--- config.mk ---
export PLATFORM = sky130hd
export DESIGN_NAME = bin_to_bcd_seq_flat
export DESIGN_NICKNAME = d
export VERILOG_FILES = /design/src/rtl/disp_pkg.sv /design/src/rtl/bin_to_bcd_seq_if.sv /design/src/rtl/bcd_add3.sv /design/src/rtl/bin_to_bcd_seq.sv /design/src/flat_wrapper.sv
export SDC_FILE = /design/constraint.sdc
export NUM_CORES = 1
export LEC_CHECK = 0
export ABC_AREA = 1
export CAP_MARGIN = 5
export CORE_ASPECT_RATIO = 1.1
export CORE_MARGIN = 3
export CORE_UTILIZATION = 55
export CTS_CLUSTER_SIZE = 16
export DETAILED_ROUTE_END_ITERATION = 6
export PLACE_DENSITY = 0.91
export SLEW_MARGIN = 20
export SYNTH_ARGS = -nofsm -noshare
export SYNTH_HDL_FRONTEND = slang
export SYNTH_HIERARCHICAL = 1
export SYNTH_SLANG_ARGS = --single-unit
--- constraint.sdc ---
create_clock -name Clk -period 3.8 [get_ports Clk]
set_clock_uncertainty 0.05 [all_clocks]
set_input_delay 0.76 -clock Clk [delete_from_list [all_inputs] [get_ports Clk]]
set_output_delay 0.76 -clock Clk [all_outputs]
set_load 0.02 [all_outputs]
--- src/rtl/disp_pkg.sv ---
// Shared display types and constants for the binary-to-BCD converter.
package disp_pkg;

  typedef enum logic [1:0] {
    IDLE  = 2'd0,
    SHIFT = 2'd1,
    DONE  = 2'd2
  } state_t;

  localparam int DIGITS_DEFAULT = 6;
  localparam int BIN_W_DEFAULT  = 20;

  // Largest value representable in the given number of BCD digits (10^digits - 1).
  function automatic logic [63:0] bcd_max(input int digits);
    logic [63:0] p;
    p = 64'd1;
    for (int i = 0; i < digits; i++) begin
      p = p * 64'd10;
    end
    return p - 64'd1;
  endfunction

endpackage

--- src/rtl/bin_to_bcd_seq_if.sv ---
// Start/busy/done handshake and result bus between a value producer and the converter.
interface bin_to_bcd_seq_if
  import disp_pkg::*;
#(
  parameter int BIN_W  = BIN_W_DEFAULT,
  parameter int DIGITS = DIGITS_DEFAULT
);
  logic                  start;
  logic [BIN_W-1:0]      bin_in;
  logic                  busy;
  logic                  done;
  logic [4*DIGITS-1:0]   bcd_out;
  logic [DIGITS-1:0]     blank;
  logic                  ovf;

  modport master (
    output start, bin_in,
    input  busy, done, bcd_out, blank, ovf
  );

  modport slave (
    input  start, bin_in,
    output busy, done, bcd_out, blank, ovf
  );
endinterface

--- src/rtl/bcd_add3.sv ---
// Double-dabble digit adjust: adds 3 to a BCD nibble of 5 or more. Purely combinational.
module bcd_add3 (
  input  logic [3:0] nib,
  output logic [3:0] adj
);
  assign adj = (nib >= 4'd5) ? nib + 4'd3 : nib;
endmodule

--- src/rtl/bin_to_bcd_seq.sv ---
// Iterative double-dabble: one bit per clock, done pulses BIN_W+1 cycles after start is accepted.
// start is ignored while busy; results hold until the next done pulse.
module bin_to_bcd_seq
  import disp_pkg::*;
#(
  parameter int BIN_W  = BIN_W_DEFAULT,
  parameter int DIGITS = DIGITS_DEFAULT
)(
  input  logic              Clk,
  input  logic              Reset_n,
  bin_to_bcd_seq_if.slave   bus
);
  localparam int          BCD_W   = 4 * DIGITS;
  localparam int          SW      = BCD_W + BIN_W;
  localparam int          CW      = $clog2(BIN_W + 1);
  localparam logic [63:0] MAX_VAL = bcd_max(DIGITS);

  state_t             state;
  logic [SW-1:0]      scratch;
  logic [SW-1:0]      adjusted;
  logic [CW-1:0]      count;
  logic [BIN_W-1:0]   latched;
  logic [BCD_W-1:0]   bcd_fin;
  logic [DIGITS-1:0]  blank_fin;
  logic               ovf_fin;
  logic               zero_run;

  for (genvar g = 0; g < DIGITS; g++) begin : g_adj
    bcd_add3 u_add3 (
      .nib (scratch[BIN_W + 4*g +: 4]),
      .adj (adjusted[BIN_W + 4*g +: 4])
    );
  end
  assign adjusted[BIN_W-1:0] = scratch[BIN_W-1:0];

  // Overflow is judged on the original binary; the BCD field may have lost carries.
  assign ovf_fin = 64'(latched) > MAX_VAL;
  assign bcd_fin = ovf_fin ? {DIGITS{4'h9}} : scratch[SW-1:BIN_W];

  always_comb begin
    blank_fin = '0;
    zero_run  = 1'b1;
    for (int i = DIGITS - 1; i >= 1; i--) begin
      zero_run     = zero_run & (bcd_fin[4*i +: 4] == 4'd0);
      blank_fin[i] = zero_run & ~ovf_fin;
    end
  end

  always_ff @(posedge Clk) begin
    if (!Reset_n) begin
      state       <= IDLE;
      scratch     <= '0;
      count       <= '0;
      latched     <= '0;
      bus.busy    <= 1'b0;
      bus.done    <= 1'b0;
      bus.bcd_out <= '0;
      bus.blank   <= {{(DIGITS-1){1'b1}}, 1'b0};
      bus.ovf     <= 1'b0;
    end else begin
      bus.done <= 1'b0;
      case (state)
        IDLE: begin
          if (bus.start) begin
            scratch  <= {{BCD_W{1'b0}}, bus.bin_in};
            latched  <= bus.bin_in;
            count    <= CW'(BIN_W);
            bus.busy <= 1'b1;
            state    <= SHIFT;
          end
        end
        SHIFT: begin
          scratch <= {adjusted[SW-2:0], 1'b0};
          count   <= count - CW'(1);
          if (count == CW'(1)) begin
            state <= DONE;
          end
        end
        DONE: begin
          bus.bcd_out <= bcd_fin;
          bus.blank   <= blank_fin;
          bus.ovf     <= ovf_fin;
          bus.done    <= 1'b1;
          bus.busy    <= 1'b0;
          state       <= IDLE;
        end
        default: begin
          state    <= IDLE;
          bus.busy <= 1'b0;
        end
      endcase
    end
  end
endmodule

--- src/flat_wrapper.sv ---
// flat-port wrapper written by rule: the top's interface ports become plain ports
module bin_to_bcd_seq_flat import disp_pkg::*;
#(
  parameter int BIN_W  = BIN_W_DEFAULT,
  parameter int DIGITS = DIGITS_DEFAULT
)
  (Clk, Reset_n, bus_start, bus_bin_in, bus_busy, bus_done, bus_bcd_out, bus_blank, bus_ovf);
  bin_to_bcd_seq_if #(.BIN_W(BIN_W), .DIGITS(DIGITS)) bus_i ();
  input  logic Clk;
  input  logic Reset_n;
  input wire logic [$bits(bus_i.start)-1:0] bus_start;
  input wire logic [$bits(bus_i.bin_in)-1:0] bus_bin_in;
  output wire logic [$bits(bus_i.busy)-1:0] bus_busy;
  output wire logic [$bits(bus_i.done)-1:0] bus_done;
  output wire logic [$bits(bus_i.bcd_out)-1:0] bus_bcd_out;
  output wire logic [$bits(bus_i.blank)-1:0] bus_blank;
  output wire logic [$bits(bus_i.ovf)-1:0] bus_ovf;
  assign bus_i.start = bus_start;
  assign bus_i.bin_in = bus_bin_in;
  assign bus_busy = bus_i.busy;
  assign bus_done = bus_i.done;
  assign bus_bcd_out = bus_i.bcd_out;
  assign bus_blank = bus_i.blank;
  assign bus_ovf = bus_i.ovf;
  bin_to_bcd_seq #(.BIN_W(BIN_W), .DIGITS(DIGITS)) u_core (.Clk(Clk), .Reset_n(Reset_n), .bus(bus_i));
endmodule
After elaboration in Yosys (flattened, before gate mapping)
Index checks and enable logic that the tools add are counted.
- mux-type cells: 17
- $add $sub $neg: 7
- reduce and logical (&&, ||, !) cells: 11
- equal/unequal tests: 5
- bitwise operators: 11
- magnitude comparators: 7
- operators with widths (operator ; number):
    $pmux 44 s2 ; 1
    $mux 44 ; 1
    $ge 4x3->1 const B ; 6
    $mux 24 ; 1
    $add 4x2->4 const B ; 5
    $gt 20x20->1 const B ; 1
    $logic_not 4->1 ; 5
    $mux 4 ; 5
    $pmux 5 s2 ; 1
    $and 1x1->1 ; 9
    $reduce_and 2->1 ; 4
    $eq 5x1->1 const B ; 1
    $mux 5 ; 1
    $sub 5x1->5 const B ; 1
    $mux 2 ; 2
    $pmux 2 s2 ; 1
    $add 3x2->3 const B ; 1
    $mux 3 ; 1
    $eq 2x1->1 const B ; 1
    $eq 2x2->1 const B ; 1
    $logic_not 2->1 ; 1
    $mux 1 ; 2
    $ne 2x1->1 const B ; 1
    $ne 2x2->1 const B ; 1
    other kinds (3) ; 4
- output and inout port bits: 33
- bits in registers: 103
- input port bits: 23

Logic depth before layout (Yosys ltp)
Gate-level depths: netlist of the first run.
- depth after elaboration: 8
- mapped depth: 10
- depth with buffers taken out: 10

By module
Netlist of the first run, hierarchy kept.
- by module, submodules not included (module ; times used ; area each (um^2) ; cells an instance):
    bin_to_bcd_seq ; 1 ; 3728.6 ; 474
    bcd_add3 ; 6 ; 135.1 ; 23

Worst setup path before layout of the first run
Ideal clock, no wire load.
- kind: input to register
- start: input port Reset_n
- end: register u_core.scratch[37]
- data arrival time: 1.499 ns
- cell stages on the path: 5
- data required time: 3.676 ns
- setup time: 0.074 ns
- setup slack: 2.177 ns
- cell sequence: clkbuf_2 -> buf_2 -> clkbuf_1 -> nand3_1 -> o21ai_0
- RTL lines (element ; RTL line ; text):
    start: declaration ; flat_wrapper.sv:10 ; input logic Reset_n;
    end signal: assignment ; bin_to_bcd_seq.sv:65 ; scratch <= {{BCD_W{1'b0}}, bus.bin_in};
    end signal: assignment ; bin_to_bcd_seq.sv:73 ; scratch <= {adjusted[SW-2:0], 1'b0};
    end: declaration ; bin_to_bcd_seq.sv:19 ; logic [SW-1:0] scratch;

Worst setup path after layout of the first run
- start: register u_core.bus.blank[2]
- end: output port bus_blank[2]
- RTL lines (element ; RTL line ; text):
    start: declaration ; bin_to_bcd_seq_if.sv:23 ; output busy, done, bcd_out, blank, ovf
    start signal: assignment ; bin_to_bcd_seq.sv:58 ; bus.blank <= {{(DIGITS-1){1'b1}}, 1'b0};
    start signal: assignment ; bin_to_bcd_seq.sv:81 ; bus.blank <= blank_fin;
    end: declaration ; flat_wrapper.sv:16 ; output wire logic [$bits(bus_i.blank)-1:0] bus_blank;
No word-level cell between the ends.

==> results of run 1 <==
[state kept, by name, indices dropped and copies added, names as in the netlist]
signal              count
u_core/bus.busy         1
u_core/state            2
u_core/bus.ovf          1
u_core/bus.bcd_out     24
u_core/latched         14
u_core/count            5
u_core/bus.done         1
u_core/bus.blank        5
u_core/scratch         44
[path summary, 6_finish.rpt]
check                        to  depth (start not counted)  slack, ns
max                bus_blank[2]                          1       1.61
min           u_core/latched[7]                          2       0.42
max reg2reg  u_core/scratch[20]                          8       1.74
min reg2reg   u_core/latched[7]                          2       0.42
[per-stage QoR]
step / util / setup slack [ns]
floorplan: - / 2.18
global placement: 0.633 / 1.36
detailed placement: 0.633 / 1.33
CTS: 0.660 / 1.61
global route: 0.660 / 1.57
finish: 0.660 / 1.61
[placed cells by master (no fill, tap or decap), types with 9 or more instances in the layout]
cell and count:
sky130_fd_sc_hd__inv_1 44, sky130_fd_sc_hd__nand2_1 165, sky130_fd_sc_hd__o21ai_1 14, sky130_fd_sc_hd__dfxtp_1 97
sky130_fd_sc_hd__or2_2 9, sky130_fd_sc_hd__inv_2 12, sky130_fd_sc_hd__clkdlybuf4s50_1 53, sky130_fd_sc_hd__o21ai_0 38
sky130_fd_sc_hd__a21oi_1 25, sky130_fd_sc_hd__nand3_1 39, sky130_fd_sc_hd__nor2_1 43, sky130_fd_sc_hd__ha_1 14
sky130_fd_sc_hd__a31oi_1 20, sky130_fd_sc_hd__nor2_4 14, sky130_fd_sc_hd__clkbuf_8 9, sky130_fd_sc_hd__nand2_2 9
[cell type report]
| type | count | area, um^2 |
|---|---|---|
| Clock buffer | 9 | 124 |
| Inverter | 57 | 216 |
| Tap cell | 108 | 135 |
| Clock inverter | 7 | 87.6 |
| Sequential cell | 97 | 1940 |
| Timing Repair Buffer | 57 | 558 |
| Multi-Input combinational cell | 423 | 2190 |
| Fill cell | 669 | 2710 |
[power breakdown]
group          switching [uW]  internal (uW)  total, uW
sequential               20.8           1050       1070
clock                     381            319        700
combinational             118           64.1        182
total                     520           1440       1960
[metal layers]
layer  up-vias  GRT usage
met5         -          0
met4         0     0.0857
met3        30     0.0500
met2       135      0.394
met1      1899      0.248
li1       2041          -
==> metrics.txt, run 1 <==
# TYPE chip_impl_metric gauge
chip_impl_metric{name="grt_max_degree",unit=""} 59
chip_impl_metric{name="antenna_found_initial",unit=""} 0
chip_impl_metric{name="post-dp-hpwl",unit="um"} 6950
chip_impl_metric{name="synth_nets",unit=""} 644
chip_impl_metric{name="hold_slack",unit="ns"} 0.423
chip_impl_metric{name="clockBufferDepth",unit=""} 2
chip_impl_metric{name="synth-warning-count",unit=""} 6
chip_impl_metric{name="worstMarginPinSlew",unit="ns"} 0.959
chip_impl_metric{name="die-height",unit="um"} 101
chip_impl_metric{name="required",unit="ns"} 2.99
chip_impl_metric{name="antenna_violating_nets_remaining",unit=""} 0
chip_impl_metric{name="pin_count",unit=""} 56
chip_impl_info{name="grt_setup_unrepaired",value="false"} 1
chip_impl_metric{name="cts_hold_repair.buffers",unit=""} 0
chip_impl_metric{name="drtPass1Iterations",unit=""} 5
chip_impl_metric{name="critical_path.max_fanout",unit=""} 2
chip_impl_metric{name="cts.repair.resized",unit=""} 0
chip_impl_metric{name="place.detailed.instances",unit=""} 742
chip_impl_metric{name="cts.clk_slew.worst_paths",unit="ns"} 0.10
chip_impl_metric{name="worstSkewPairLatency",unit="ns"} 0.37
chip_impl_metric{name="routed-wl-met3",unit="um"} 618
chip_impl_metric{name="antenna-diode-count",unit=""} 0
chip_impl_metric{name="post-route-cell-area",unit="um^2"} 5250
chip_impl_metric{name="wirelength",unit="um"} 9920
chip_impl_metric{name="syn-cell-area",unit="um^2"} 4510
chip_impl_metric{name="tritoncts.num_buffers",unit=""} 9
chip_impl_metric{name="route.detailed.wl_per_inst",unit="um"} 13.1
chip_impl_metric{name="row_count",unit=""} 34
chip_impl_metric{name="design.die.area",unit="um^2"} 9330
chip_impl_metric{name="die-width",unit="um"} 92.4
chip_impl_metric{name="grt_use_total",unit=""} 0.218
chip_impl_metric{name="design.core.area",unit="um^2"} 7960
chip_impl_metric{name="grt_pass1_vias",unit=""} 3920
chip_impl_metric{name="drv_slew",unit=""} 0
chip_impl_info{name="hp-class",value="reg2reg"} 1
chip_impl_info{name="start_of_the_worst_register_to_register_path",value="u_core/state[0]"} 1
chip_impl_metric{name="hold_violations",unit=""} 0
chip_impl_info{name="cp_slowest_cell",value="sky130_fd_sc_hd__clkdlybuf4s50_1"} 1
chip_impl_info{name="critical_path_class",value="reg2out"} 1
chip_impl_metric{name="syn-instance-count",unit=""} 607
chip_impl_metric{name="globalRoute.totalOverflow",unit=""} 0
chip_impl_metric{name="max_cap_viol_count",unit=""} 0
chip_impl_metric{name="worstPathArrival",unit="ns"} 1.38
chip_impl_info{name="endpoint_kind",value="output port"} 1
chip_impl_metric{name="finish.net_count",unit=""} 682
chip_impl_info{name="startpoint",value="u_core/bus.blank[2]"} 1
chip_impl_metric{name="drt-met1-wl",unit="um"} 4030
chip_impl_metric{name="placedInstanceArea",unit="um^2"} 5040
chip_impl_info{name="cp_cell_sequence",value="clkdlybuf4s50_1"} 1
chip_impl_metric{name="vias",unit=""} 4105
chip_impl_metric{name="layout-drive-gt1-share",unit=""} 0.120
chip_impl_metric{name="globalplace.congestion",unit=""} 0.829
chip_impl_metric{name="htree_num_levels",unit=""} 3
chip_impl_metric{name="setup_tns",unit="ns"} 0
chip_impl_info{name="result_of_the_run",value="finished, final reports clean"} 1
chip_impl_metric{name="delay_of_the_slowest_cell_on_the_worst_path",unit="ns"} 0.63
chip_impl_metric{name="fin_crit_sh",unit=""} 0.575
chip_impl_metric{name="drt-vias-per-instance",unit=""} 5.42
chip_impl_metric{name="cts_num_sinks",unit=""} 97
chip_impl_metric{name="io_buffer_count",unit=""} 54
chip_impl_info{name="timing.critical_path.from_type",value="flop"} 1
chip_impl_metric{name="drcViolationCount",unit=""} 0
chip_impl_metric{name="layout-area-overhead-vs-synth",unit="%"} 16.3
chip_impl_metric{name="setup_viol",unit=""} 0
chip_impl_metric{name="static-leakage-power",unit="uW"} 0.00207
chip_impl_metric{name="final_cell_count_no_fill",unit=""} 758
chip_impl_metric{name="ir_worst_vdd",unit="mV"} 0.250
chip_impl_info{name="topRoutingLayerUsed",value="met4"} 1
chip_impl_metric{name="synth_area_per_cell",unit="um^2"} 7.44
chip_impl_metric{name="final.min_clock_period",unit="ns"} 2.19
chip_impl_metric{name="worst_slew_margin_rel",unit=""} 0.360
chip_impl_info{name="min_from",value="u_core/latched[7]"} 1
chip_impl_metric{name="floorplan.initialDensity",unit=""} 0.567
chip_impl_info{name="tritoncts",value="built"} 1
chip_impl_metric{name="detail_route_met2_wl",unit="um"} 5020
chip_impl_metric{name="power-per-cell-area",unit="nW/um^2"} 372
chip_impl_info{name="clock_tree.root_cell",value="sky130_fd_sc_hd__clkbuf_8"} 1
chip_impl_metric{name="first_pass_grt_wire_length",unit="um"} 16700
chip_impl_metric{name="drtIter0Drc",unit=""} 217
chip_impl_metric{name="achievable-frequency",unit="MHz"} 457
chip_impl_metric{name="cts_post_setup_buffers_inserted",unit=""} 0
chip_impl_info{name="path_delay_family",value="buffers and inverters"} 1
chip_impl_metric{name="design_power_total",unit="uW"} 1960
chip_impl_metric{name="cp.buffers_inverters",unit=""} 1
Note: power is estimated with default switching activity, not from simulation.
==> run 2, diff against run 1 <==
==> constraint.sdc (replaced) <==
create_clock -name Clk -period 2.2 [get_ports Clk]
set_clock_uncertainty 0.05 [all_clocks]
set_input_delay 0.44 -clock Clk [delete_from_list [all_inputs] [get_ports Clk]]
set_output_delay 0.44 -clock Clk [all_outputs]
set_load 0.02 [all_outputs]
==> metrics.txt, run 2 (synthesis results as in run 1) <==
# TYPE chip_impl_metric gauge
chip_impl_info{name="result_of_the_run",value="finished, final reports clean"} 1
chip_impl_metric{name="die-width",unit="um"} 92.4
chip_impl_metric{name="critical_path.max_fanout",unit=""} 2
chip_impl_metric{name="setup_viol",unit=""} 0
chip_impl_info{name="tritoncts",value="built"} 1
chip_impl_metric{name="cp.buffers_inverters",unit=""} 1
chip_impl_metric{name="nFillCells",unit=""} 640
chip_impl_metric{name="cts.repair.resized",unit=""} 0
chip_impl_info{name="timing.critical_path.from_type",value="flop"} 1
chip_impl_metric{name="final.min_clock_period",unit="ns"} 1.87
chip_impl_metric{name="postLayoutCoreUtil",unit=""} 0.668
chip_impl_metric{name="drtIter0Drc",unit=""} 238
chip_impl_metric{name="worstPathArrival",unit="ns"} 1.38
chip_impl_metric{name="globalplace.congestion",unit=""} 0.843
chip_impl_metric{name="die-height",unit="um"} 101
chip_impl_metric{name="vias",unit=""} 4113
chip_impl_metric{name="hold_violations",unit=""} 0
chip_impl_metric{name="cts.clk_slew.worst_paths",unit="ns"} 0.10
chip_impl_metric{name="fin_crit_sh",unit=""} 0.848
chip_impl_metric{name="finish.net_count",unit=""} 686
chip_impl_metric{name="max_cap_viol_count",unit=""} 0
chip_impl_metric{name="floorplan.initialDensity",unit=""} 0.567
chip_impl_metric{name="power.combinational.fraction",unit=""} 0.094
chip_impl_metric{name="post-dp-hpwl",unit="um"} 6970
chip_impl_info{name="hp-class",value="reg2reg"} 1
chip_impl_info{name="grt_setup_unrepaired",value="false"} 1
chip_impl_info{name="cp_slowest_cell",value="sky130_fd_sc_hd__clkdlybuf4s50_1"} 1
chip_impl_metric{name="drv_slew",unit=""} 0
chip_impl_metric{name="seqPwrFrac",unit=""} 0.526
chip_impl_metric{name="antenna-diode-count",unit=""} 0
chip_impl_info{name="layout_common_cells",value="sky130_fd_sc_hd__nand2_1 (165), sky130_fd_sc_hd__dfxtp_1 (97), sky130_fd_sc_hd__clkdlybuf4s50_1 (53)"} 1
chip_impl_metric{name="design.die.area",unit="um^2"} 9330
chip_impl_metric{name="pin_count",unit=""} 56
chip_impl_metric{name="achievable-frequency",unit="MHz"} 536
chip_impl_metric{name="design.core.area",unit="um^2"} 7960
chip_impl_metric{name="wirelength",unit="um"} 10200
chip_impl_metric{name="required",unit="ns"} 1.71
chip_impl_metric{name="cts_hold_repair.buffers",unit=""} 0
chip_impl_metric{name="setup_tns",unit="ns"} 0
chip_impl_metric{name="layout-area-overhead-vs-synth",unit="%"} 17.8
chip_impl_metric{name="layout-drive-gt1-share",unit=""} 0.125
chip_impl_metric{name="cts_num_sinks",unit=""} 97
chip_impl_metric{name="design_power_total",unit="uW"} 3520
chip_impl_metric{name="switching_share_of_power",unit=""} 0.261
chip_impl_metric{name="globalRoute.totalOverflow",unit=""} 0
chip_impl_metric{name="tritoncts.num_buffers",unit=""} 9
chip_impl_metric{name="delay_of_the_slowest_cell_on_the_worst_path",unit="ns"} 0.62
chip_impl_info{name="cp_cell_sequence",value="clkdlybuf4s50_1"} 1
chip_impl_metric{name="hold_slack",unit="ns"} 0.423
chip_impl_info{name="reg.largest.list",value="u_core/scratch (44), u_core/bus.bcd_out (24), u_core/latched (14)"} 1
chip_impl_info{name="endpoint_kind",value="output port"} 1
chip_impl_metric{name="io_buffer_count",unit=""} 54
chip_impl_metric{name="largest_register_ffs",unit=""} 44
chip_impl_metric{name="antenna_violating_nets_remaining",unit=""} 0
chip_impl_info{name="layout_commonest_cell",value="sky130_fd_sc_hd__nand2_1"} 1
chip_impl_metric{name="p_sw",unit="uW"} 920
chip_impl_metric{name="row_count",unit=""} 34
chip_impl_metric{name="pwr-share-clk",unit=""} 0.380
chip_impl_metric{name="grt_max_degree",unit=""} 59
chip_impl_metric{name="worstSkewPairLatency",unit="ns"} 0.37
chip_impl_metric{name="power-per-cell-area",unit="nW/um^2"} 662
chip_impl_metric{name="p_int",unit="uW"} 2600
chip_impl_info{name="clock_tree.root_cell",value="sky130_fd_sc_hd__clkbuf_8"} 1
chip_impl_metric{name="antenna_found_initial",unit=""} 0
chip_impl_metric{name="drt-vias-per-instance",unit=""} 5.40
chip_impl_metric{name="grt_pass1_vias",unit=""} 3951
chip_impl_metric{name="route.detailed.wl_per_inst",unit="um"} 13.4
chip_impl_metric{name="htree_num_levels",unit=""} 3
chip_impl_info{name="register_name_with_the_most_flops",value="u_core/scratch"} 1
chip_impl_metric{name="grt_use_total",unit=""} 0.224
chip_impl_metric{name="drtPass1Iterations",unit=""} 4
chip_impl_metric{name="drcViolationCount",unit=""} 0
chip_impl_metric{name="static-leakage-power",unit="uW"} 0.00210
chip_impl_metric{name="clockBufferDepth",unit=""} 2
chip_impl_metric{name="ir_worst_vdd",unit="mV"} 0.426
chip_impl_metric{name="first_pass_grt_wire_length",unit="um"} 17000
chip_impl_info{name="critical_path_class",value="reg2out"} 1
chip_impl_metric{name="cts_post_setup_buffers_inserted",unit=""} 0
chip_impl_info{name="path_delay_family",value="buffers and inverters"} 1
[run 2: changes by cell type in the layout (fill, tap and decap cells not counted)]
| cell | before | now |
|---|---|---|
| sky130_fd_sc_hd__bufinv_16 | 1 | 2 |
| sky130_fd_sc_hd__clkinv_8 | 0 | 1 |
| sky130_fd_sc_hd__inv_8 | 2 | 1 |
| sky130_fd_sc_hd__clkinvlp_4 | 0 | 1 |
| sky130_fd_sc_hd__buf_4 | 3 | 6 |
| sky130_fd_sc_hd__clkinv_4 | 3 | 1 |
| sky130_fd_sc_hd__buf_12 | 0 | 1 |
[run 2: power by group through the flow]
stage	logic [uW]	registers [uW]	clock network (uW)
final	330	1850	1340
after floorplan	228	1890	0
after detailed placement	326	1890	0
after global routing	363	1860	1430
after global placement	315	1890	0
after CTS	327	1850	1360
[run 2: metal layers]
metal	part of all wire	wire, um	vias up	track usage
met1	0.41	4180	1904	0.259
met5	0	0	-	0
met2	0.50	5120	148	0.398
li1	-	-	2041	-
met3	0.062	629	20	0.0418
met4	0.025	253	0	0.105
[run 2: worst paths after layout]
check,startpoint,to,slack (ns),cells after the start
max,u_core/bus.blank[2],bus_blank[2],0.33,1
min,u_core/count[3],u_core/count[3],0.42,2
max reg2reg,u_core/latched[12],u_core/bus.bcd_out[12],0.56,8
min reg2reg,u_core/count[3],u_core/count[3],0.42,2
[run 2: cell type report]
| cell class | count | area, um^2 | share of cell area |
|---|---|---|---|
| multi-input combinational | 423 | 2190 | 0.411 |
| tap | 108 | 135 | 0.0254 |
| timing repair buffer | 61 | 601 | 0.113 |
| clock inverter | 7 | 113 | 0.0212 |
| sequential | 97 | 1940 | 0.365 |
| clock buffer | 9 | 124 | 0.0233 |
| inverter | 57 | 216 | 0.0407 |
[run 2: metrics by stage]
| step | setup slack (ns) | area (um^2) | cells |
|---|---|---|---|
| floorplan | 0.897 | 4510 | 607 |
| global placement | 0.353 | 5080 | 746 |
| detailed placement | 0.286 | 5080 | 746 |
| CTS | 0.322 | 5320 | 762 |
| global route | 0.281 | 5320 | 762 |
| finish | 0.334 | 5320 | 762 |
